**src/rtl/vga_line_prefetch_pkg.sv**
```systemverilog
// Shared constants and types for the VGA line prefetcher and its line RAM.
package vga_pkg;

  localparam int H_ACTIVE       = 640;
  localparam int V_ACTIVE       = 480;
  localparam int WORDS_PER_LINE = 20;
  localparam int IDX_W          = 5;

  typedef enum logic {
    IDLE  = 1'b0,
    FETCH = 1'b1
  } prefetch_state_t;

endpackage

```
**src/rtl/vga_line_ram.sv**
```systemverilog
// Ping-pong pair of line buffers: one synchronous write port, one combinational read port.
module vga_line_ram
  import vga_pkg::*;
#(
  parameter int WORDS = WORDS_PER_LINE
) (
  input  logic             clk,
  input  logic             nrst,
  input  logic             we,
  input  logic             wr_bank,
  input  logic [IDX_W-1:0] wr_idx,
  input  logic [31:0]      wr_data,
  input  logic             rd_bank,
  input  logic [IDX_W-1:0] rd_idx,
  output logic [31:0]      rd_data
);

  logic [31:0] mem [2][WORDS];

  always_ff @(posedge clk or negedge nrst) begin
    if (!nrst) begin
      for (int b = 0; b < 2; b++) begin
        for (int w = 0; w < WORDS; w++) begin
          mem[b][w] <= '0;
        end
      end
    end else if (we && (int'(wr_idx) < WORDS)) begin
      mem[wr_bank][wr_idx] <= wr_data;
    end
  end

  // Indices past the end of a row read as blank pixels rather than aliasing.
  assign rd_data = (int'(rd_idx) < WORDS) ? mem[rd_bank][rd_idx] : '0;

endmodule

```
**src/rtl/vga_line_prefetch.sv**
```systemverilog
// Streams one framebuffer row from SRAM into the back line buffer while the
// front buffer feeds the scan-out pixel path.
module vga_line_prefetch #(
  parameter logic [31:0] BASE_ADDR      = 32'd0,
  parameter int          WORDS_PER_LINE = 20,
  parameter int          LINES          = 480
) (
  input  logic        clk,
  input  logic        nrst,
  input  logic        fetch_start,
  input  logic [8:0]  fetch_row,
  input  logic        swap,
  input  logic        rd_en,
  input  logic [9:0]  rd_x,
  input  logic [31:0] SRAM_data_in,
  input  logic        SRAM_busy,
  output logic [31:0] word_address_dest,
  output logic [3:0]  byte_select,
  output logic        data_en,
  output logic        pixel_data,
  output logic        fetch_busy,
  output logic        fetch_done,
  output logic        underrun,
  output logic        bad_row
);

  import vga_pkg::*;

  prefetch_state_t  state;
  logic [IDX_W-1:0] idx;
  logic             front_sel;
  logic             capture;
  logic             last_word;
  logic [31:0]      front_word;

  // A swap always wins over a capture on the same edge, so an aborted fetch
  // never writes into what has just become the front buffer.
  assign capture   = (state == FETCH) && data_en && !SRAM_busy && !swap;
  assign last_word = (int'(idx) == WORDS_PER_LINE - 1);

  vga_line_ram #(
    .WORDS(WORDS_PER_LINE)
  ) u_ram (
    .clk     (clk),
    .nrst    (nrst),
    .we      (capture),
    .wr_bank (~front_sel),
    .wr_idx  (idx),
    .wr_data (SRAM_data_in),
    .rd_bank (front_sel),
    .rd_idx  (rd_x[9:5]),
    .rd_data (front_word)
  );

  always_ff @(posedge clk or negedge nrst) begin
    if (!nrst) begin
      state             <= IDLE;
      idx               <= '0;
      front_sel         <= 1'b0;
      word_address_dest <= '0;
      byte_select       <= 4'h0;
      data_en           <= 1'b0;
      fetch_busy        <= 1'b0;
      fetch_done        <= 1'b0;
      underrun          <= 1'b0;
      bad_row           <= 1'b0;
    end else begin
      fetch_done <= 1'b0;
      bad_row    <= 1'b0;

      if (swap) begin
        front_sel <= ~front_sel;
      end

      case (state)
        IDLE: begin
          if (fetch_start) begin
            if (int'(fetch_row) < LINES) begin
              state             <= FETCH;
              idx               <= '0;
              data_en           <= 1'b1;
              byte_select       <= 4'hF;
              fetch_busy        <= 1'b1;
              word_address_dest <= BASE_ADDR + (32'(fetch_row) * 32'(WORDS_PER_LINE));
            end else begin
              bad_row <= 1'b1;
            end
          end
        end

        FETCH: begin
          if (swap) begin
            state             <= IDLE;
            idx               <= '0;
            data_en           <= 1'b0;
            byte_select       <= 4'h0;
            fetch_busy        <= 1'b0;
            word_address_dest <= '0;
            underrun          <= 1'b1;
          end else if (capture) begin
            if (last_word) begin
              state             <= IDLE;
              idx               <= '0;
              data_en           <= 1'b0;
              byte_select       <= 4'h0;
              fetch_busy        <= 1'b0;
              word_address_dest <= '0;
              fetch_done        <= 1'b1;
            end else begin
              idx               <= idx + 1'b1;
              word_address_dest <= word_address_dest + 32'd1;
            end
          end
        end

        default: begin
          state <= IDLE;
        end
      endcase
    end
  end

  // Pixel read uses the pre-edge front_sel, so a swap shows up one cycle later.
  always_ff @(posedge clk or negedge nrst) begin
    if (!nrst) begin
      pixel_data <= 1'b0;
    end else begin
      pixel_data <= (rd_en && (rd_x < 10'(H_ACTIVE))) ? front_word[rd_x[4:0]] : 1'b0;
    end
  end

endmodule

```
**config.mk**
```make
export PLATFORM = sky130hd
export DESIGN_NAME = vga_line_prefetch
export DESIGN_NICKNAME = d
export VERILOG_FILES = /design/src/rtl/vga_line_prefetch_pkg.sv /design/src/rtl/vga_line_ram.sv /design/src/rtl/vga_line_prefetch.sv
export SDC_FILE = /design/constraint.sdc
export NUM_CORES = 2
export LEC_CHECK = 0
export ABC_CLOCK_PERIOD_IN_PS = 7670
export BUFFER_PORTS_ARGS = -buffer_cell sky130_fd_sc_hd__buf_4
export CORE_MARGIN = 2
export CORE_UTILIZATION = 65
export DETAILED_ROUTE_END_ITERATION = 12
export HOLD_SLACK_MARGIN = 0.08
export PLACE_DENSITY = 0.82
export SKIP_CTS_REPAIR_TIMING = 1
export SLEW_MARGIN = 10
export SYNTH_ARGS = -nofsm -noshare
export SYNTH_HDL_FRONTEND = slang
export SYNTH_SLANG_ARGS = --single-unit
```
**constraint.sdc**
```tcl
create_clock -name clk -period 7.67 [get_ports clk]
set_input_delay 0.3835 -clock clk [delete_from_list [all_inputs] [get_ports clk]]
set_output_delay 0.3835 -clock clk [all_outputs]
set_load 0.03 [all_outputs]
```
==> results.toml <==
[worst_setup_path]
path_cells = "buf_12 -> mux2i_1 -> a221oi_2 -> o21ai_1 -> a211oi_1 -> o21ai_0 -> a311oi_1 -> o211ai_1 -> a41oi_1"
slowest_stage = "dfrtp_4"
path_class = "reg -> reg"
critical-path-top-delay-family = "compound AO/OA/AOI/OAI gates"
cpPeakStageDelay_ns = 0.94
critPathBufInv = 1
cp.required_ns = 8.34
rrSetupSlack_ns = 3.30
r2r-end = "pixel_data$_DFF_PN0_"
crit_arrival_ns = 5.04
r2r-start = "front_sel$_DFFE_PN0P_"
critPathLaunch = "front_sel$_DFFE_PN0P_"
startpoint_type = "register"
crit_path_max_fanout = 109
cp-end-kind = "register"
ff2ff_path_depth = 9

[route]
vias = 37200
drtIter0Drc = 4129
wl_per_cell_um = 31.0
via_per_inst = 6.93
ant_nets = 0
dr.pass1.iters = 8
routed_wl_mm = 166
drc = 0

[clock_tree]
cts_buffers = 138
clockBufferDepth = 3
cts_tree = "yes"
cts-htree-levels = 4
cts.sinks = 1324
path_clk_slew_ns = 0.06
clk_latency_ns = 0.76
cts_root_buffer = "clkbuf_16"

[global_route]
grt_max_degree = 167
grt_pass1_vias = 38700
grt_overflow = 0
grt_pass1_wl_mm = 252
grtUsageTotal_pct = 34.9
antenna_found_initial = 5

[floorplanning]
initial_core_util_pct = 65.7
fp.dieH_um = 311
fp-row-count = 112
die_w_um = 311
top_level_ports = 99
fp.dieArea_um2 = 97000
core_area_um2 = 93500

[timing]
rsz0062_at_grt = "false"
relSlewSlack_pct = 24.2
hold_violations = 0
clock.fmax_ghz = 0.229
finClkSkew_ns = 0.0361
period_share_pct = 57.0
setup_viol = 0
worst_slew_pin_slew_ns = 1.13
hold-worst-slack_ns = 0.191
min_period_ns = 4.37
tns_ns = 0
maxSlewViolCount = 0

[layout]
drive_gt1_share_pct = 49.0
finish.utilization_pct = 72.4
syn_to_final_growth_pct = 10.2
num-nets-final = 4074

[synthesis]
seq_area_frac_synth_pct = 53.9
synth_warnings = 0
netlist_area_um2 = 61400
synthArstFlopShare_pct = 100
syn-num-nets = 4122
synthFlopType = "dfrtp_1"
yosys_register_bits = 1324
syn_inst = 4045
avgSynthCellArea_um2 = 15.2
synth_edf_count = 0
ys_types = 75

[placement]
io_buffers = 98
place_congestion = 0.845
dp_hpwl_mm = 93.8

[power]
clockPowerShare_pct = 40.6
leakage_nw = 32.4
intPower_w = 0.0129
seqPwrFrac_pct = 44.4
p_per_area_nw_per_um2 = 258
power.switching_w = 0.00459
switching_share_pct = 26.2
peakVddDrop_mv = 0.292
p_comb_share_pct = 15.0

[hold_path]
worst_hold_path_type = "in -> reg"
worstHoldPathCells = 2
whs_endpoint = "u_ram.mem[639]$_DFFE_PN0P_"
min_from = "SRAM_data_in[31]"

[job]
drv_cap = 0

[status]
status = "finished, final reports clean"
## power groups by stage
stage / logic [W] / registers (W) / clock network [W]
after floorplan: 0.00216 / 0.00778 / 0
after global placement: 0.00258 / 0.00785 / 0
after detailed placement: 0.00262 / 0.00788 / 0
after CTS: 0.00263 / 0.00776 / 0.00714
after global routing: 0.00280 / 0.00782 / 0.00745
final: 0.00262 / 0.00777 / 0.00710
## metal layers
metal | global-route usage [%] | part of all wire, %
met3 | 7.73 | 8.7
met2 | 53.4 | 47
met1 | 48.5 | 40
met4 | 15.8 | 4.9
met5 | 0 | 0.029
## placed cells by master (no fill, tap or decap), types with 19 or more instances in the layout
master,synthesis,final
a221oi_1,29,29
buf_4,27,175
mux2_2,1276,1276
ha_1,19,19
mux4_1,21,21
clkbuf_16,0,145
nand2_1,67,66
clkbuf_8,0,24
nor2_1,94,55
a21oi_1,46,46
nand3_1,36,36
mux4_2,268,268
dfrtp_1,1324,1323
a22oi_1,52,52
mux2i_1,119,119
clkbuf_1,129,25
nor3_1,24,23
clkinv_2,0,27
o21ai_0,54,54
nor2_4,0,38
## cell families after synthesis
| family | synth area share, % |
|---|---|
| compound gates | 3.23 |
| xor+xnor | 0.299 |
| fa+ha+maj | 0.420 |
| buf+inv | 3.55 |
| flops | 53.9 |
| mux | 36.2 |
| simple gates | 2.36 |
## stage by stage
stage / cell area, um^2 / worst slack [ns] / instances / total power, W
6_report: 67700 / 3.30 / 5365 / 0.0175
5_1_grt: 67700 / 3.12 / 5365 / 0.0181
4_1_cts: 67600 / 3.36 / 5354 / 0.0175
3_5_place_dp: 62700 / 3.42 / 5101 / 0.0105
3_3_place_gp: 62700 / 3.37 / 5101 / 0.0104
2_1_floorplan: 61400 / 5.21 / 4045 / 0.00994
## worst max path at each step
stage / depth (start not counted) / slack, ns / to
2_1_floorplan: 9 / 5.21 / pixel_data$_DFF_PN0_
3_3_place_gp: 9 / 3.37 / pixel_data$_DFF_PN0_
3_5_place_dp: 9 / 3.42 / pixel_data$_DFF_PN0_
4_1_cts: 9 / 3.36 / pixel_data$_DFF_PN0_
5_1_grt: 9 / 3.12 / pixel_data$_DFF_PN0_
6_report: 9 / 3.30 / pixel_data$_DFF_PN0_
## Yosys cell counts (7+ instances only)
cell      instances  area share [%]
o31ai_1           7           0.086
buf_1            35            0.21
a22oi_1          52            0.64
a22o_1            8            0.11
nand3_1          36            0.29
o21ai_0          54            0.44
mux2_2         1276              23
nand2b_1         16            0.16
ha_1             19            0.39
a221oi_1         29            0.41
nor4_1            9           0.092
nor2b_1           9           0.092
mux4_1           21            0.90
a211oi_1         11            0.13
o22ai_1          14            0.14
nor2_1           94            0.57
inv_1            17            0.10
buf_4            27            0.33
buf_6            13            0.24
xnor2_1           7            0.10
a21oi_1          46            0.37
nor3b_1           7           0.086
nor3_1           24            0.20
a31oi_1          11            0.11
buf_8            16            0.39
and3_1           12            0.12
xor2_1           14            0.20
mux4_2          268             9.8
mux2i_1         119             1.9
buf_2           156             1.3
nand2_1          67            0.41
dfrtp_1        1324              54
clkbuf_1        129            0.79
## area by class of cell
class | count | area (um^2)
Inverter | 17 | 63.8
Tap cell | 1254 | 1570
Antenna cell | 1 | 2.50
Multi-Input combinational cell | 2319 | 26400
Clock inverter | 59 | 797
Timing Repair Buffer | 197 | 1650
Sequential cell | 1324 | 33100
Fill cell | 5805 | 25800
Clock buffer | 194 | 4050
## state kept, by name, summed over array words and instances, names as in the netlist
| register | count |
|---|---|
| bad_row | 1 |
| idx | 5 |
| byte_select | 1 |
| front_sel | 1 |
| pixel_data | 1 |
| word_address_dest | 32 |
| u_ram.mem | 1280 |
| state | 1 |
| underrun | 1 |
| fetch_done | 1 |
Note: power is estimated with default switching activity, not from simulation.
